===== config.mk =====
export PLATFORM = sky130hd
export DESIGN_NAME = dmem_arbiter
export DESIGN_NICKNAME = d
export VERILOG_FILES = /design/src/rtl/dmem_pkg.sv /design/src/rtl/dmem_io_regs.sv /design/src/rtl/dmem_arbiter.sv
export SDC_FILE = /design/constraint.sdc
export NUM_CORES = 1
export LEC_CHECK = 0
export CORE_ASPECT_RATIO = 2
export CORE_MARGIN = 2
export CORE_UTILIZATION = 35
export CTS_CLUSTER_SIZE = 20
export DETAILED_ROUTE_END_ITERATION = 8
export DONT_BUFFER_PORTS = 1
export PLACE_DENSITY = 0.48
export SYNTH_ARGS = -nofsm -noshare
export SYNTH_HDL_FRONTEND = slang
export SYNTH_HIERARCHICAL = 1
export SYNTH_SLANG_ARGS = --single-unit

===== constraint.sdc =====
create_clock -name clk -period 2.59 [get_ports clk]
set_input_delay 0.1295 -clock clk [delete_from_list [all_inputs] [get_ports clk]]
set_output_delay 0.1295 -clock clk [all_outputs]
set_load 0.05 [all_outputs]

===== src/rtl/dmem_pkg.sv =====
// Shared definitions for the data-memory arbiter: I/O map, filler value, decode and read-return states.
package dmem_pkg;

  localparam logic [15:0] ADDR_KEY  = 16'hFFF0;
  localparam logic [15:0] ADDR_SW   = 16'hFFF2;
  localparam logic [15:0] ADDR_HEX  = 16'hFFF8;
  localparam logic [15:0] ADDR_LEDR = 16'hFFFA;
  localparam logic [15:0] ADDR_LEDG = 16'hFFFC;

  // Returned for reads of addresses that are neither RAM nor a known I/O register.
  localparam logic [15:0] DEAD_VAL  = 16'hDEAD;

  // Read-return FSM: which requester receives RVALID in the current cycle.
  typedef enum logic [1:0] {
    IDLE   = 2'd0,
    RD_CPU = 2'd1,
    RD_DMA = 2'd2
  } rd_state_e;

  // Target selected by a byte address.
  typedef enum logic [2:0] {
    SEL_RAM,
    SEL_KEY,
    SEL_SW,
    SEL_HEX,
    SEL_LEDR,
    SEL_LEDG,
    SEL_NONE
  } addr_sel_e;

  // The low 8 KB is RAM; the I/O registers sit at fixed addresses near the top.
  function automatic addr_sel_e decode_addr(input logic [15:0] addr);
    addr_sel_e sel;
    sel = SEL_NONE;
    if (addr[15:13] == 3'b000) begin
      sel = SEL_RAM;
    end else begin
      case (addr)
        ADDR_KEY:  sel = SEL_KEY;
        ADDR_SW:   sel = SEL_SW;
        ADDR_HEX:  sel = SEL_HEX;
        ADDR_LEDR: sel = SEL_LEDR;
        ADDR_LEDG: sel = SEL_LEDG;
        default:   sel = SEL_NONE;
      endcase
    end
    return sel;
  endfunction

endpackage


===== src/rtl/dmem_io_regs.sv =====
// Address decode of the granted transaction, HEX/LEDR/LEDG output registers and I/O readback mux.
module dmem_io_regs
  import dmem_pkg::*;
#(
  parameter int DBITS = 16
) (
  input  logic             clk,
  input  logic             rst_n,
  input  logic             acc_i,
  input  logic             we_i,
  input  logic [DBITS-1:0] addr_i,
  input  logic [DBITS-1:0] wdata_i,
  input  logic [3:0]       key_i,
  input  logic [9:0]       sw_i,
  output logic             is_ram_o,
  output logic [DBITS-1:0] rdata_o,
  output logic [DBITS-1:0] hex_o,
  output logic [9:0]       ledr_o,
  output logic [7:0]       ledg_o
);

  addr_sel_e        sel;
  logic [DBITS-1:0] hex_q, hex_d;
  logic [9:0]       ledr_q, ledr_d;
  logic [7:0]       ledg_q, ledg_d;

  // Decode the address currently presented by the granted requester.
  always_comb begin
    sel      = decode_addr(addr_i);
    is_ram_o = (sel == SEL_RAM);
  end

  // Read value for non-RAM addresses; unknown addresses read as DEAD_VAL.
  always_comb begin
    // NOTE: every always_comb output gets a default first so no path leaves it unassigned (no latch).
    rdata_o = DBITS'(DEAD_VAL);
    case (sel)
      SEL_KEY:  rdata_o = DBITS'({12'b0, key_i});
      SEL_SW:   rdata_o = DBITS'({6'b0, sw_i});
      SEL_HEX:  rdata_o = hex_q;
      SEL_LEDR: rdata_o = DBITS'({6'b0, ledr_q});
      SEL_LEDG: rdata_o = DBITS'({8'b0, ledg_q});
      default:  rdata_o = DBITS'(DEAD_VAL);
    endcase
  end

  // Output-register updates; writes to KEY/SW or unknown addresses are dropped.
  always_comb begin
    hex_d  = hex_q;
    ledr_d = ledr_q;
    ledg_d = ledg_q;
    if (acc_i && we_i) begin
      case (sel)
        SEL_HEX:  hex_d  = wdata_i;
        SEL_LEDR: ledr_d = wdata_i[9:0];
        SEL_LEDG: ledg_d = wdata_i[7:0];
        default:  ;
      endcase
    end
  end

  // Output registers; they clear as soon as reset is asserted.
  always_ff @(posedge clk or negedge rst_n) begin
    // NOTE: sequential state is written with non-blocking assignments so every flop samples pre-edge values.
    if (!rst_n) begin
      hex_q  <= '0;
      ledr_q <= '0;
      ledg_q <= '0;
    end else begin
      hex_q  <= hex_d;
      ledr_q <= ledr_d;
      ledg_q <= ledg_d;
    end
  end

  assign hex_o  = hex_q;
  assign ledr_o = ledr_q;
  assign ledg_o = ledg_q;

endmodule


===== src/rtl/dmem_arbiter.sv =====
// Shared data-memory port: CPU/DMA arbitration with a DMA starvation limit, RAM port drive,
// memory-mapped I/O and a one-cycle read-return pipeline.
module dmem_arbiter
  import dmem_pkg::*;
#(
  parameter int DBITS       = 16,
  parameter int ABITS       = 12,
  parameter int MAX_CPU_RUN = 4
) (
  input  logic             clk,
  input  logic             rst_n,
  input  logic             cpu_req_i,
  input  logic             cpu_we_i,
  input  logic [DBITS-1:0] cpu_addr_i,
  input  logic [DBITS-1:0] cpu_wdata_i,
  output logic             cpu_gnt_o,
  output logic             cpu_rvalid_o,
  output logic [DBITS-1:0] cpu_rdata_o,
  input  logic             dma_req_i,
  input  logic             dma_we_i,
  input  logic [DBITS-1:0] dma_addr_i,
  input  logic [DBITS-1:0] dma_wdata_i,
  output logic             dma_gnt_o,
  output logic             dma_rvalid_o,
  output logic [DBITS-1:0] dma_rdata_o,
  output logic [ABITS-1:0] mem_addr_o,
  output logic             mem_we_o,
  output logic [DBITS-1:0] mem_din_o,
  input  logic [DBITS-1:0] mem_dout_i,
  input  logic [3:0]       key_i,
  input  logic [9:0]       sw_i,
  output logic [DBITS-1:0] hexout_o,
  output logic [9:0]       ledrout_o,
  output logic [7:0]       ledgout_o
);

  localparam int RUN_W = 4;

  logic             cpu_gnt, dma_gnt, acc;
  logic             g_we;
  logic [DBITS-1:0] g_addr, g_wdata;
  logic             is_ram;
  logic [DBITS-1:0] io_rdata;

  logic [RUN_W-1:0] run_q, run_d;
  rd_state_e        rd_q, rd_d;
  logic             rd_ram_q, rd_ram_d;
  logic [DBITS-1:0] io_rdata_q, io_rdata_d;
  logic [DBITS-1:0] cpu_hold_q, cpu_hold_d;
  logic [DBITS-1:0] dma_hold_q, dma_hold_d;
  logic [DBITS-1:0] rd_value;
  logic             cpu_rvalid, dma_rvalid;

  // Pick the winner for this cycle and route its transaction fields onto the shared path.
  always_comb begin
    cpu_gnt = 1'b0;
    dma_gnt = 1'b0;
    // Grants are held off while reset is asserted so no transaction leaks out.
    if (rst_n) begin
      if (dma_req_i && (!cpu_req_i || run_q >= RUN_W'(MAX_CPU_RUN))) begin
        dma_gnt = 1'b1;
      end else if (cpu_req_i) begin
        cpu_gnt = 1'b1;
      end
    end
    acc     = cpu_gnt | dma_gnt;
    g_we    = dma_gnt ? dma_we_i    : cpu_we_i;
    g_addr  = dma_gnt ? dma_addr_i  : cpu_addr_i;
    g_wdata = dma_gnt ? dma_wdata_i : cpu_wdata_i;
  end

  // Count CPU wins against a waiting DMA; any DMA win or idle DMA restarts the run.
  always_comb begin
    run_d = run_q;
    if (!dma_req_i || dma_gnt) begin
      run_d = '0;
    end else if (cpu_gnt && run_q != '1) begin
      run_d = run_q + 1'b1;
    end
  end

  dmem_io_regs #(
    .DBITS (DBITS)
  ) u_io_regs (
    .clk      (clk),
    .rst_n    (rst_n),
    .acc_i    (acc),
    .we_i     (g_we),
    .addr_i   (g_addr),
    .wdata_i  (g_wdata),
    .key_i    (key_i),
    .sw_i     (sw_i),
    .is_ram_o (is_ram),
    .rdata_o  (io_rdata),
    .hex_o    (hexout_o),
    .ledr_o   (ledrout_o),
    .ledg_o   (ledgout_o)
  );

  assign cpu_gnt_o  = cpu_gnt;
  assign dma_gnt_o  = dma_gnt;
  assign mem_addr_o = g_addr[ABITS:1];
  assign mem_we_o   = acc & g_we & is_ram;
  assign mem_din_o  = g_wdata;

  // Read-return state register.
  always_ff @(posedge clk or negedge rst_n) begin
    if (!rst_n) begin
      rd_q <= IDLE;
    end else begin
      rd_q <= rd_d;
    end
  end

  // A read grant owns the return slot for exactly the next cycle.
  always_comb begin
    rd_d = IDLE;
    if (acc && !g_we) begin
      rd_d = dma_gnt ? RD_DMA : RD_CPU;
    end
  end

  // Return-slot outputs: RAM data arrives from the memory, I/O data was captured at grant.
  always_comb begin
    cpu_rvalid   = (rd_q == RD_CPU);
    dma_rvalid   = (rd_q == RD_DMA);
    rd_value     = rd_ram_q ? mem_dout_i : io_rdata_q;
    cpu_rvalid_o = cpu_rvalid;
    dma_rvalid_o = dma_rvalid;
    cpu_rdata_o  = cpu_rvalid ? rd_value : cpu_hold_q;
    dma_rdata_o  = dma_rvalid ? rd_value : dma_hold_q;
  end

  // Capture the source of a granted read and keep each requester's last returned word.
  always_comb begin
    rd_ram_d   = rd_ram_q;
    io_rdata_d = io_rdata_q;
    if (acc && !g_we) begin
      rd_ram_d   = is_ram;
      io_rdata_d = io_rdata;
    end
    cpu_hold_d = cpu_rvalid ? rd_value : cpu_hold_q;
    dma_hold_d = dma_rvalid ? rd_value : dma_hold_q;
  end

  // Run counter and read-return datapath registers.
  always_ff @(posedge clk or negedge rst_n) begin
    if (!rst_n) begin
      run_q      <= '0;
      rd_ram_q   <= 1'b0;
      io_rdata_q <= '0;
      cpu_hold_q <= '0;
      dma_hold_q <= '0;
    end else begin
      run_q      <= run_d;
      rd_ram_q   <= rd_ram_d;
      io_rdata_q <= io_rdata_d;
      cpu_hold_q <= cpu_hold_d;
      dma_hold_q <= dma_hold_d;
    end
  end

endmodule


## After elaboration in Yosys (flattened, before gate mapping)

Cells that the tools add are included.

| word-level totals | value |
|---|---|
| bits in registers | 89 |
| latch bits | 0 |
| bits in writable memories | 0 |
| bits in read-only memories | 0 |
| bits of input ports | 100 |
| output and inout bits | 99 |
| logic and storage cells | 60 |
| memories kept | 0 |

| cells by class | value |
|---|---|
| add/subtract/negate cells | 1 |
| multiply operators | 0 |
| divide/modulo/power cells | 0 |
| $lt $le $gt $ge | 1 |
| equal/unequal tests | 13 |
| shift-type cells | 0 |
| multiplexer cells | 18 |
| bitwise gates (word level) | 3 |
| reduce and logical (&&, ||, !) cells | 15 |

Operators with widths:

| kind | number |
|---|---|
| equality test 16 bit (second input constant) | 5 |
| two-way mux 16 bit | 5 |
| case mux 16 bit (5 select lines) | 1 |
| case mux 3 bit (5 select lines) | 1 |
| two-way mux 4 bit | 2 |
| equality test 3 x 2 -> 1 bit (second input constant) | 2 |
| equality test 3 bit (second input constant) | 2 |
| zero test 3 bit | 2 |
| two-way mux 1 bit | 6 |
| AND reduction 2 bit | 3 |
| adder 4 x 1 -> 4 bit (second input constant) | 1 |
| greater-or-equal comparator 4 x 3 -> 1 bit (second input constant) | 1 |
| logical AND 1 bit | 4 |
| two-way mux 2 bit | 2 |
| inequality test 4 bit (second input constant) | 1 |
| equality test 3 x 1 -> 1 bit (second input constant) | 1 |
| zero test 1 bit | 3 |
| two-way mux 3 bit | 1 |
| AND 1 bit | 2 |
| equality test 2 x 1 -> 1 bit (second input constant) | 1 |
| equality test 2 bit (second input constant) | 1 |
| logical OR 1 bit | 2 |
| nonzero test 2 bit | 1 |
| bitwise OR 1 bit | 1 |

## Logic depth before layout (Yosys ltp)

| logic depth | value |
|---|---|
| depth after elaboration | 11 |
| mapped depth | 13 |

## Modules after synthesis

The synthesis kept the hierarchy.

By module, submodules not included:

| module | times used | cells an instance | area an instance (sq um) | sequential area each (sq um) |
|---|---|---|---|---|
| dmem_arbiter | 1 | 308 | 2786.4 | 1376.3 |
| dmem_io_regs | 1 | 162 | 1918.1 | 850.8 |

## Worst setup path after synthesis

Ideal clock, no wire load.

| timing | value |
|---|---|
| path kind | reg-to-output |
| from | register run_q[3] |
| to | output port mem_we_o |
| arrival time | 2842 ps |
| path slack | -382 ps |
| stages on the path, launching flop included | 9 |
| buffers on the path | 1 |
| cells stage by stage | dfrtp_1 -> or3b_4 -> nand3_4 -> clkinv_1 -> clkbuf_1 -> nand2_1 -> nand2_1 -> nor3_1 -> a21boi_0 |

| between the ends | value |
|---|---|
| word-level cells in the longest chain between the ends | 11 |
| elaborated cells between the ends (all ways) | 21 |
| classes of those cells | order compare: 1; eq/ne: 5; mux: 8; bitwise: 3; reduce/logical: 4 |

RTL lines:

| item | line | source |
|---|---|---|
| from (decl) | dmem_arbiter.sv:45 | `logic [RUN_W-1:0] run_q, run_d;` |
| from (signal assigned) | dmem_arbiter.sv:155 | `run_q <= run_d;` |
| greater-or-equal comparator 4 x 3 -> 1 bit * | dmem_arbiter.sv:60 | `if (dma_req_i && (!cpu_req_i \|\| run_q >= RUN_W'(MAX_CPU_RUN))) begin` |
| logical OR 1 bit * | dmem_arbiter.sv:60 |  |
| logical AND 1 bit * | dmem_arbiter.sv:60 |  |
| two-way mux 1 bit * | dmem_arbiter.sv:60 |  |
| two-way mux 1 bit * | dmem_arbiter.sv:59 | `if (rst_n) begin` |
| two-way mux 16 bit * | dmem_arbiter.sv:68 | `g_addr = dma_gnt ? dma_addr_i : cpu_addr_i;` |
| named net g_addr[13] | dmem_arbiter.sv:41 | `logic [DBITS-1:0] g_addr, g_wdata;` |
| equality test 16 bit | dmem_pkg.sv:38 | `case (addr)` |
| case mux 3 bit (5 select lines) | dmem_pkg.sv:38 |  |
| two-way mux 3 bit * | dmem_pkg.sv:35 | `if (addr[15:13] == 3'b000) begin` |
| zero test 3 bit * | dmem_io_regs.sv:30 | `is_ram_o = (sel == SEL_RAM);` |
| named net is_ram | dmem_arbiter.sv:42 | `logic is_ram;` |
| AND 1 bit * | dmem_arbiter.sv:103 | `assign mem_we_o = acc & g_we & is_ram;` |
| to (decl) | dmem_arbiter.sv:27 | `output logic mem_we_o,` |

Mark *: on every way through the listed nets, which the timed path passes. The rest lies on a longest branch.

## Worst setup path after layout

| timing | value |
|---|---|
| from | register run_q[2] |
| to | register io_rdata_q[9] |

| between the ends | value |
|---|---|
| word-level cells in the longest chain between the ends | 11 |
| elaborated cells between the ends (all ways) | 26 |
| classes of those cells | order compare: 1; eq/ne: 10; mux: 9; bitwise: 1; reduce/logical: 5 |

RTL lines:

| item | line | source |
|---|---|---|
| greater-or-equal comparator 4 x 3 -> 1 bit * | dmem_arbiter.sv:60 |  |
| logical OR 1 bit * | dmem_arbiter.sv:60 |  |
| logical AND 1 bit * | dmem_arbiter.sv:60 |  |
| two-way mux 1 bit * | dmem_arbiter.sv:60 |  |
| two-way mux 1 bit * | dmem_arbiter.sv:59 |  |
| two-way mux 16 bit * | dmem_arbiter.sv:68 |  |
| named net g_addr[0] | dmem_arbiter.sv:41 |  |
| equality test 16 bit | dmem_pkg.sv:38 |  |
| case mux 3 bit (5 select lines) * | dmem_pkg.sv:38 |  |
| two-way mux 3 bit * | dmem_pkg.sv:35 |  |
| equality test 3 bit, or another cell as far along | dmem_io_regs.sv:37 | `case (sel)` |
| case mux 16 bit (5 select lines) * | dmem_io_regs.sv:37 |  |
| named net io_rdata[9] | dmem_arbiter.sv:43 | `logic [DBITS-1:0] io_rdata;` |
| to (signal assigned) | dmem_arbiter.sv:157 | `io_rdata_q <= io_rdata_d;` |
| to (decl) | dmem_arbiter.sv:48 | `logic [DBITS-1:0] io_rdata_q, io_rdata_d;` |

Marks and branches as above.
A chain may end at the register's enable or synchronous reset.

==> metrics <==
status=completed; leakage power=2.94 nW; Syn Area/Cell=10.0 µm²; endpoints failing hold=0; initial antenna violation count=0; io pins=199; register-to-register setup slack=0.0009 ns; Worst R2R End=io_rdata_q[9]$_DFFE_PN0P_; syn nets=571; crit-path max FO=20; Bufs on Longest Clock Path=2; RSZ-0062 raised after global routing=yes; DRT antenna net count=0; hold crit path type=in -> reg; via density per instance=5.19; Synth cell types=45; Hold Crit Depth=2; Rows=60; clock share of power=33.6%; # nets final=633; Switching Fraction=36.1%; area delta synth->final=27.4%; post-synthesis register bit count=89; Inst Count DP=658; Initial Utilization=35.4%; Placed Area=5290 µm²; gr ovfl total=0; share of post-route cells with drive strength above 1=36.9%; total core area=13300 µm²; CTS root buf=clkbuf_16; Psw=1.41 mW; DR vias=3590; final WL=13400 µm; crit-path cells=or3b_4, nand3_4, buf_12, inv_12, nand2_1, nand2_1, nand3b_1, buf_6, nor3_4, nand2_4, a221o_1, mux2_4; Comb power frac=27.1%; r2r worst-path depth=12; Setup Skew=0.00865 ns; startpoint types=flip-flop; Slew headroom=25.5%; crit path DAT=2.81 ns; commonest cells after routing, fill and taps aside=124 x nand2_1, 89 x dfrtp_1, 66 x buf_4; TritonCTS clock tree=yes; clock transition at the registers of the reported paths=0.06 ns; Setup crit end kind=flip-flop; worst-margin pin slew=1.11 ns; Num CTS Buffers=9; clock network latency to the later pin of the worst-skew pair=0.33 ns; Non-Filler Instances=692; Die ar.=14400 µm²; post-DP HPWL=10000 µm; Critical Path RT=2.81 ns; Pwr Density=651 nW/µm²; quantity of I/O buffers inserted on ports=0; HP Start=cpu_we_i; WHS=0.0412 ns; CTS Sinks=89; ANT cells=0; FF-to-FF Start=run_q[2]$_DFFE_PN0P_; die width=86.0 µm; Max Freq=386 MHz; Flop pwr share=39.3%; Post-Synthesis Cell Area=4700 µm²; hold worst-path end=rd_q[0]$_DFF_PN0_; DR WL/cell=19.4 µm; largest net degree at the start of global routing=90; register area share after synthesis=47.3%; Yosys warning count=6; critical path's slowest cell=or3b_4; DRT Pass-1 Iters=4; Design Area, Final=6000 µm²; commonest non-fill, non-tap cell in the layout=nand2_1; gr usage total=18.7%; maximum vdd ir drop=0.000307 V; cell count after synthesis=470; vias in the first global route=3719; GPL Wtd Cong=0.830; setup ws final=0.000894 ns; WS Path Type=reg -> reg; Max stage delay on crit path=0.42 ns; Final Critical Period=2.59 ns; Top cell by count, worst path=nand2_1; die height=168 µm; Max Cap Violations=0; H-tree levels=3; fin crit share=100%; DRT iter0 DRCs=160; internal power=2.49 mW; Residual DRC=0; first-pass GRT wire length=20700 µm; Slew Viols, Final=0; Pwr Total=3.90 mW; DP Worst Slack=-0.155 ns; Setup Viol. Count Final=0
power by group through the flow:
stage | sequential, mW | combinational [mW] | clock (mW)
after floorplan | 1.55 | 0.819 | 0
after global placement | 1.56 | 0.967 | 0
after detailed placement | 1.56 | 0.973 | 0
after CTS | 1.53 | 1.04 | 1.36
after global routing | 1.55 | 1.13 | 1.41
final | 1.53 | 1.06 | 1.31
layer usage:
| metal | vias to the layer above | track usage, % | part of all wire, % |
|---|---|---|---|
| li1 | 1715 | - | - |
| met1 | 1713 | 22.6 | 39 |
| met2 | 148 | 31.1 | 51 |
| met3 | 14 | 5.54 | 8.2 |
| met4 | 0 | 6.56 | 2.0 |
| met5 | - | 0 | 0 |
worst max path at each step:
| stage | start | depth (start not counted) | to |
|---|---|---|---|
| finish | run_q[2]$_DFFE_PN0P_ | 12 | io_rdata_q[9]$_DFFE_PN0P_ |
| global route | run_q[2]$_DFFE_PN0P_ | 12 | io_rdata_q[9]$_DFFE_PN0P_ |
| CTS | run_q[3]$_DFFE_PN0P_ | 12 | io_rdata_q[9]$_DFFE_PN0P_ |
| detailed placement | run_q[3]$_DFFE_PN0P_ | 11 | io_rdata_q[2]$_DFFE_PN0P_ |
| global placement | run_q[3]$_DFFE_PN0P_ | 11 | io_rdata_q[2]$_DFFE_PN0P_ |
| floorplan | run_q[3]$_DFFE_PN0P_ | 10 | io_rdata_q[0]$_DFFE_PN0P_ |
stage by stage:
| step | util [%] | TNS [ns] |
|---|---|---|
| after floorplan | - | 0 |
| after global placement | 39.8 | -0.310 |
| after detailed placement | 39.8 | -0.823 |
| after CTS | 43.7 | -0.491 |
| after global routing | 45.1 | -1.67 |
| final | 45.1 | 0 |
layout make-up:
type / count / area [µm²]
fillers: 1305 / 7290
multi-input cells: 338 / 2440
flip-flops and latches: 89 / 2230
repair buffers: 87 / 801
clock buffers: 11 / 233
well taps: 155 / 194
clock inverters: 5 / 62.6
inverters: 7 / 38.8
flip-flops by register name, summed over array words and instances, names as in the netlist:
signal            cells
cpu_hold_q           16
dma_hold_q           16
io_rdata_q           16
rd_q                  2
rd_ram_q              1
run_q                 4
u_io_regs/hex_o      16
u_io_regs/ledg_o      8
u_io_regs/ledr_o     10
critical path, delay by kind of cell (launching register included):
| kind | cells | cell delay [ns] |
|---|---|---|
| simple gates | 7 | 1.21 |
| flops | 1 | 0.39 |
| buf+inv | 3 | 0.35 |
| compound gates | 1 | 0.27 |
| mux | 1 | 0.27 |
cell usage after synthesis, drive strengths merged:
library cell    n  area share (%)
inv             6            0.48
clkinv          1           0.080
nand3           9             1.5
and2            2            0.27
mux2i          19             4.0
buf            22             3.3
o211ai          1            0.16
a2bb2oi         1            0.56
a22o            1            0.19
mux2           57              15
nand3b          1            0.16
ha              1            0.27
a21boi          1            0.16
dfrtp          89              47
o21a            1            0.16
and3            4            0.53
a32oi           1            0.19
nor4            4            0.98
or3             2            0.27
nand2b          3            0.40
nand4b          1            0.19
nand2         141              11
o21ai          38             4.0
nor3            5            0.74
nand4           5             1.1
or3b            1            0.24
mux4            1            0.48
nor2b           1            0.13
a21o            5            0.80
a221o           1            0.21
a211o           5            0.93
a21oi          13             1.4
nor2           12            0.96
clkbuf         14             1.1
xor2            1            0.19
repair_timing:
| action | in CTS | in global routing |
|---|---|---|
| hold buffers | 4 | 0 |
| buffers inserted | 7 | 7 |
| endpoints found under the hold margin | 94 | 0 |
| resized for setup | 27 | 36 |
| endpoints found under the setup margin | 29 | 51 |
| pin swaps | 7 | 22 |
kinds of logic (layout without fill, tap and decap cells):
logic type	after synthesis	count (layout)	synth area share, %
AOI/OAI and AO/OA	68	68	8.78
buffers and inverters	43	110	5.00
DFF	89	89	47.3
muxes	77	77	19.8
and+or+nand+nor	191	191	18.7
adders and majority gates	1	1	0.266
xor gates and xnor gates	1	1	0.186
No activity file was read; power rests on OpenSTA's default activity.
